## config.mk

```make
export PLATFORM = sky130hd
export DESIGN_NAME = rbs_pipe
export DESIGN_NICKNAME = d
export VERILOG_FILES = /design/src/rtl/rbs_pipe.sv
export SDC_FILE = /design/constraint.sdc
export NUM_CORES = 1
export LEC_CHECK = 0
export CORE_UTILIZATION = 40
export DETAILED_ROUTE_END_ITERATION = 7
export PLACE_DENSITY = 0.72
export SYNTH_ARGS = -nofsm -noshare
export SYNTH_HDL_FRONTEND = slang
export SYNTH_SLANG_ARGS = --single-unit
```

## constraint.sdc

```tcl
create_clock -name clk -period 2.5 [get_ports clk]
set_input_delay 0.75 -clock clk [delete_from_list [all_inputs] [get_ports clk]]
set_output_delay 0.75 -clock clk [all_outputs]
set_load 0.05 [all_outputs]
```

## src/rtl/rbs_pipe.sv

```systemverilog
// Pipelined ripple-borrow subtractor: diff = a - b - bin, resolved CHUNK bits per stage.
// Valid/ready on both sides; the whole pipe advances or holds as one.
module rbs_pipe #(
  parameter int N     = 8,
  parameter int CHUNK = 4
) (
  input  logic         clk,
  input  logic         rst_n,
  input  logic         valid_in,
  output logic         ready_in,
  input  logic [N-1:0] a,
  input  logic [N-1:0] b,
  input  logic         bin,
  output logic         valid_out,
  input  logic         ready_out,
  output logic [N-1:0] diff,
  output logic         bout,
  output logic         ovf
);

  localparam int STAGES = N / CHUNK;
  localparam int PIPE   = (STAGES > 1) ? STAGES - 1 : 1;

  logic              adv;
  logic [STAGES-1:0] vld_q, vld_d;
  logic [STAGES-1:0] br_q, br_d;
  logic [N-1:0]      diff_q [STAGES];
  logic [N-1:0]      diff_d [STAGES];
  // Operands are only needed up to the stage before the last one.
  logic [N-1:0]      a_q [PIPE];
  logic [N-1:0]      a_d [PIPE];
  logic [N-1:0]      b_q [PIPE];
  logic [N-1:0]      b_d [PIPE];
  logic              ovf_q, ovf_d;

  logic [N-1:0]      src_a    [STAGES];
  logic [N-1:0]      src_b    [STAGES];
  logic [N-1:0]      src_diff [STAGES];
  logic [STAGES-1:0] src_br;
  logic [STAGES-1:0] src_vld;
  logic [CHUNK:0]    chunk_res;

  function automatic logic [CHUNK:0] sub_chunk(input logic [CHUNK-1:0] x,
                                               input logic [CHUNK-1:0] y,
                                               input logic             bi);
    logic             br;
    logic [CHUNK-1:0] d;
    br = bi;
    d  = '0;
    for (int j = 0; j < CHUNK; j++) begin
      d[j] = x[j] ^ y[j] ^ br;
      br   = (~x[j] & y[j]) | (~(x[j] ^ y[j]) & br);
    end
    return {br, d};
  endfunction

  assign adv       = ~vld_q[STAGES-1] | ready_out;
  assign ready_in  = adv;
  assign valid_out = vld_q[STAGES-1];
  assign diff      = diff_q[STAGES-1];
  assign bout      = br_q[STAGES-1];
  assign ovf       = ovf_q;

  // Stage k sees the primary inputs (k = 0) or the registers of stage k-1.
  always_comb begin
    src_a[0]    = a;
    src_b[0]    = b;
    src_diff[0] = '0;
    src_br[0]   = bin;
    src_vld[0]  = valid_in;
    for (int k = 1; k < STAGES; k++) begin
      src_a[k]    = a_q[k-1];
      src_b[k]    = b_q[k-1];
      src_diff[k] = diff_q[k-1];
      src_br[k]   = br_q[k-1];
      src_vld[k]  = vld_q[k-1];
    end
  end

  always_comb begin
    vld_d     = vld_q;
    br_d      = br_q;
    ovf_d     = ovf_q;
    diff_d    = diff_q;
    a_d       = a_q;
    b_d       = b_q;
    chunk_res = '0;
    if (adv) begin
      for (int k = 0; k < STAGES; k++) begin
        chunk_res = sub_chunk(src_a[k][k*CHUNK +: CHUNK],
                              src_b[k][k*CHUNK +: CHUNK], src_br[k]);
        diff_d[k] = src_diff[k];
        diff_d[k][k*CHUNK +: CHUNK] = chunk_res[CHUNK-1:0];
        br_d[k]   = chunk_res[CHUNK];
        vld_d[k]  = src_vld[k];
      end
      for (int k = 0; k < STAGES - 1; k++) begin
        a_d[k] = src_a[k];
        b_d[k] = src_b[k];
      end
      ovf_d = (src_a[STAGES-1][N-1] ^ src_b[STAGES-1][N-1]) &
              (diff_d[STAGES-1][N-1] ^ src_a[STAGES-1][N-1]);
    end
  end

  always_ff @(posedge clk) begin
    if (!rst_n) begin
      vld_q <= '0;
      br_q  <= '0;
      ovf_q <= 1'b0;
      for (int k = 0; k < STAGES; k++) diff_q[k] <= '0;
      for (int k = 0; k < PIPE; k++) begin
        a_q[k] <= '0;
        b_q[k] <= '0;
      end
    end else begin
      vld_q  <= vld_d;
      br_q   <= br_d;
      ovf_q  <= ovf_d;
      diff_q <= diff_d;
      a_q    <= a_d;
      b_q    <= b_d;
    end
  end

endmodule

```

==> results of run 1 <==
layer usage:
metal / vias up / wire length, um / track usage
li1: 455 / - / -
met2: 20 / 1050 / 0.243
met3: 4 / 82 / 0.0418
met1: 427 / 867 / 0.140
met5: - / 0 / 0
met4: 0 / 38 / 0.0408
state kept, by name, summed over array words and instances (netlist names):
signal	flops
diff	8
b_q	4
a_q	4
vld_q	2
ovf	1
br_q	2
diff_q	4
final cells by class:
class | count | area, um^2
sequential | 25 | 500
tap | 44 | 55.1
clock buffer | 4 | 26.3
fill | 313 | 1470
multi-input combinational | 78 | 596
timing repair buffer | 35 | 344
inverter | 16 | 60.1
kinds of logic (layout without fill, tap and decap cells):
logic type / count (synthesis) / count (layout) / synth area share
AND/OR/NAND/NOR: 44 / 44 / 0.141
buffers and inverters: 31 / 55 / 0.152
flip-flops: 25 / 25 / 0.390
AO/OA/AOI/OAI: 24 / 24 / 0.175
adder cells (fa/ha/maj): 9 / 9 / 0.134
XOR/XNOR: 1 / 1 / 0.00682
critical path, stage by stage:
cell,delay [ns]
dlygate4sd2_1,0.23
fa_2,0.19
inv_1,0.05
fa_2,0.39
fa_2,0.39
inv_2,0.06
fa_1,0.39
nand2_1,0.07
a21boi_1,0.06
timing repair:
| item | 4_1_cts | 5_1_grt |
|---|---|---|
| setup buffers | 0 | 0 |
| resized for setup | 6 | 4 |
| pin swaps | 0 | 3 |
| setup endpoints to repair | 1 | 1 |
stage by stage:
stage,setup slack (ns),cells,setup TNS (ns)
floorplan,0.0784,134,0
global placement,-0.401,198,-0.698
detailed placement,-0.433,198,-0.756
CTS,0.0144,202,0
global route,0.0355,202,0
finish,0.140,202,0
report_power, final:
group	total [mW]	switching (mW)	internal, mW
combinational	0.255	0.142	0.113
sequential	0.456	0.0201	0.436
clock	0.174	0.111	0.0623
total	0.885	0.273	0.612
synthesized netlist by cell type (all sizes together):
| cell type | n |
|---|---|
| nand3 | 1 |
| fa | 8 |
| inv | 16 |
| a21boi | 17 |
| xor2 | 1 |
| buf | 15 |
| o211a | 6 |
| dfxtp | 25 |
| nand4b | 1 |
| o21a | 1 |
| nand2 | 41 |
| ha | 1 |
| nor2b | 1 |
final timing paths:
| check | slack [ns] | start | to |
|---|---|---|---|
| setup reg to reg | 0.23 | br_q[0] | ovf |
| hold / removal | 0.46 | ovf | ovf |
| setup / recovery | 0.14 | a[0] | diff_q[11] |
| hold reg to reg | 0.46 | ovf | ovf |
==> impl_metrics.json, run 1 <==
{
  "drt_wl_total_um": 2030,
  "clk_latency_ns": 0.31,
  "setup_violations": 0,
  "synth_area_leader_cell": "dfxtp_1",
  "fmax_mhz": 424,
  "synth_cell_type_count": 18,
  "arrival_ns": 2.58,
  "fin_skew_ns": 0.00401,
  "hold_viol": 0,
  "ctsHoldBuffers": 0,
  "numClockSinks": 25,
  "tightest_slew_ns": 0.500,
  "layout_commonest_cell": "nand2_1",
  "wire_per_inst_um": 10.1,
  "die_height_um": 58.7,
  "synth_top_area_frac": 0.390,
  "clock_path_buffers": 2,
  "drt_iter0_drc": 8,
  "power.density_nw_per_um2": 560,
  "cts_root_buf": "clkbuf_4",
  "drc": 0,
  "netlist_top_cells_area": "dfxtp_1 39%, fa_1 12%, nand2_1 12%",
  "hold_class": "reg -> reg",
  "grt_pass1_wl_um": 3440,
  "drv_cap": 0,
  "crit_required_ns": 2.72,
  "layout_min_cycle_time_ns": 2.36,
  "p_total_mw": 0.885,
  "grt_pass1_vias": 865,
  "die_w_um": 58.7,
  "die_area_um2": 3440,
  "synth_cells": 134,
  "grtUsageTotal": 0.131,
  "antenna_found_initial": 0,
  "via_per_inst": 4.49,
  "ys_warn_count": 0,
  "grt_max_degree": 31,
  "final_nets": 189,
  "drive_gt1_frac": 0.146,
  "startpoint_type": "input pin",
  "whs_path_depth": 2,
  "diodes": 0,
  "hold_ws_ns": 0.465,
  "placed_cell_area_um2": 1540,
  "ir_drop_mv": 0.456,
  "place_congestion": 0.753,
  "drv_slew": 0,
  "period_share": 0.944,
  "crit_type": "in -> reg",
  "io_buffers": 32,
  "cts-buffers-inserted": 3,
  "cts_tree": "yes",
  "slew_headroom": 0.666,
  "drt-pass1-iter-count": 4,
  "start_util": 0.420,
  "syn_nets": 164,
  "synthToLayoutAreaGrowth_pct": 23.2,
  "netlist_area_um2": 1280,
  "row_count": 20,
  "final_core_util": 0.518,
  "syn_area_per_cell_um2": 9.58,
  "status": "completed",
  "leakage_nw": 0.712,
  "core_um2": 3050,
  "htreeDepth": 1,
  "synth-seq-cells": 25,
  "vias": 906,
  "critPathCaptureType": "flop",
  "final_area_um2": 1580,
  "hpwlAfterDp_um": 1470,
  "cp_max_fo": 1,
  "rsz0062_at_grt": "false",
  "rr_worst_depth": 10,
  "clkTransAtPathRegs_ns": 0.13,
  "ios": 33,
  "grt_overflow": 0,
  "ant_nets": 0,
  "synth.yosys.seq_area_share": 0.390,
  "final_cell_mix": "41 x nand2_1, 28 x clkdlybuf4s50_1, 25 x dfxtp_1"
}
Note: power is estimated with default switching activity, not from simulation.
==> run 2, diff against run 1 <==
Clock period 2.5 ns to 1.96 ns, I/O delays scaled along.
==> run 2 against run 1 <==
Against the previous run: the flow now finishes with violations (setup timing); total power grew 30%; first-iteration DRC count grew to 3.0 times the previous value; sequential share of layout area grew 0.18 points; combinational power grew 32%; critical path type is now reg -> reg.
==> impl_metrics.json, run 2 (synthesized netlist as in run 1, its figures left out) <==
{
  "ios": 33,
  "crit_type": "reg -> reg",
  "period_share": 1.14,
  "rsz0062_at_grt": "true",
  "place_congestion": 0.749,
  "drt_iter0_drc": 24,
  "final_nets": 191,
  "fmax_mhz": 449,
  "dp_slack_ns": -0.803,
  "row_count": 20,
  "largest_reg_flops": 8,
  "hold_class": "reg -> reg",
  "drv_cap": 0,
  "clkTransAtPathRegs_ns": 0.13,
  "drc": 0,
  "via_per_inst": 4.41,
  "htreeDepth": 1,
  "numClockSinks": 25,
  "slew_headroom": 0.806,
  "status": "finished with violations",
  "arrival_ns": 2.46,
  "n_fill_cell": 287,
  "setup_slack_ns": -0.269,
  "cp_max_fo": 2,
  "hold_viol": 0,
  "tightest_slew_ns": 0.290,
  "grtUsageTotal": 0.132,
  "violations": "setup timing",
  "grt_pass1_wl_um": 3390,
  "start_util": 0.420,
  "drt-pass1-iter-count": 4,
  "layout_min_cycle_time_ns": 2.23,
  "diodes": 0,
  "drv_slew": 0,
  "cts_root_buf": "clkbuf_4",
  "grt_overflow": 0,
  "hpwlAfterDp_um": 1460,
  "synthToLayoutAreaGrowth_pct": 23.1,
  "worstSetupStartpoint": "br_q[0]",
  "p_total_mw": 1.15,
  "min-delay-start": "diff[7]",
  "power.density_nw_per_um2": 731,
  "antenna_found_initial": 0,
  "clk_latency_ns": 0.33,
  "final_cell_mix": "41 x nand2_1, 23 x dfxtp_1, 16 x buf_4",
  "startpoint_type": "flop",
  "cts_tree": "yes",
  "core_um2": 3050,
  "die_w_um": 58.7,
  "ir_drop_mv": 0.307,
  "die_height_um": 58.7,
  "setup_violations": 3,
  "critPathCaptureType": "flop",
  "cts-buffers-inserted": 3,
  "wire_per_inst_um": 10.4,
  "r2r_start": "br_q[0]",
  "drive_gt1_frac": 0.306,
  "drt_wl_total_um": 2120,
  "fin_skew_ns": 0.00965,
  "io_buffers": 32,
  "clock_path_buffers": 2,
  "grt_pass1_vias": 805,
  "ant_nets": 0,
  "die_area_um2": 3440,
  "layout_commonest_cell": "nand2_1",
  "crit_required_ns": 2.19,
  "grt_max_degree": 31,
  "leakage_nw": 0.725,
  "vias": 899
}
run 2: cell types whose count changed in the layout (fill, tap and decap cells not counted), sizes merged:
cell,previous run,this run
dlymetal6s2s,2,0
clkdlybuf4s50,28,14
dlygate4sd2,1,3
buf,4,20
run 2: where the power goes:
part / internal [mW] / total, mW / switching, mW
combinational: 0.149 / 0.337 / 0.189
clock: 0.0799 / 0.233 / 0.153
sequential: 0.557 / 0.584 / 0.0271
run 2: final timing paths:
path / to / slack, ns / depth (start not counted)
worst min-delay path: diff[7] / 0.47 / 2
worst max register to register: ovf / -0.27 / 10
worst min register to register: diff[7] / 0.47 / 2
worst max-delay path: ovf / -0.27 / 10
run 2: per-stage QoR:
stage | area (um^2) | std cells | setup TNS (ns) | hold slack [ns] | utilization
global route | 1580 | 204 | -0.744 | 0.485 | 0.518
CTS | 1570 | 203 | -0.471 | 0.472 | 0.514
detailed placement | 1540 | 199 | -2.60 | 0.448 | 0.503
floorplan | 1300 | 134 | -0.455 | 0.431 | -
global placement | 1540 | 199 | -2.39 | 0.445 | 0.503
finish | 1580 | 204 | -0.460 | 0.468 | 0.518
run 2: repair_timing:
action	4_1_cts	5_1_grt
gates cloned	0	0
hold buffers	0	0
endpoints found under the setup margin	6	3
pin swaps	7	3
resized for setup	27	2
buffers inserted	0	1
run 2: final cells by class:
class,instances,area (um^2),area share
inverters,16,65.1,0.0412
repair buffers,37,325,0.206
clock buffers,4,26.3,0.0166
well taps,44,55.1,0.0348
flip-flops and latches,25,503,0.318
multi-input cells,78,606,0.383
run 2: per-layer routing:
metal / GRT usage / part of all wire / up-vias
li1: - / - / 459
met1: 0.162 / 0.46 / 419
met2: 0.228 / 0.49 / 18
met3: 0.0198 / 0.033 / 3
met4: 0.0612 / 0.014 / 0
met5: 0 / 0 / -
run 2: critical path, cell delays in order, from the launching register on:
cell and delay (ns):
dfxtp_2 0.35, inv_2 0.06, fa_2 0.19, inv_2 0.04
fa_2 0.33, fa_2 0.34, inv_2 0.06, fa_1 0.44
xor2_1 0.16, nand4b_1 0.10, nand2_1 0.05
==> run 3, diff against run 2 <==
Settings changed: CAP_MARGIN set to 40.
==> results of run 3 <==
Final layout, timing and power as in run 2 (identical DEF).
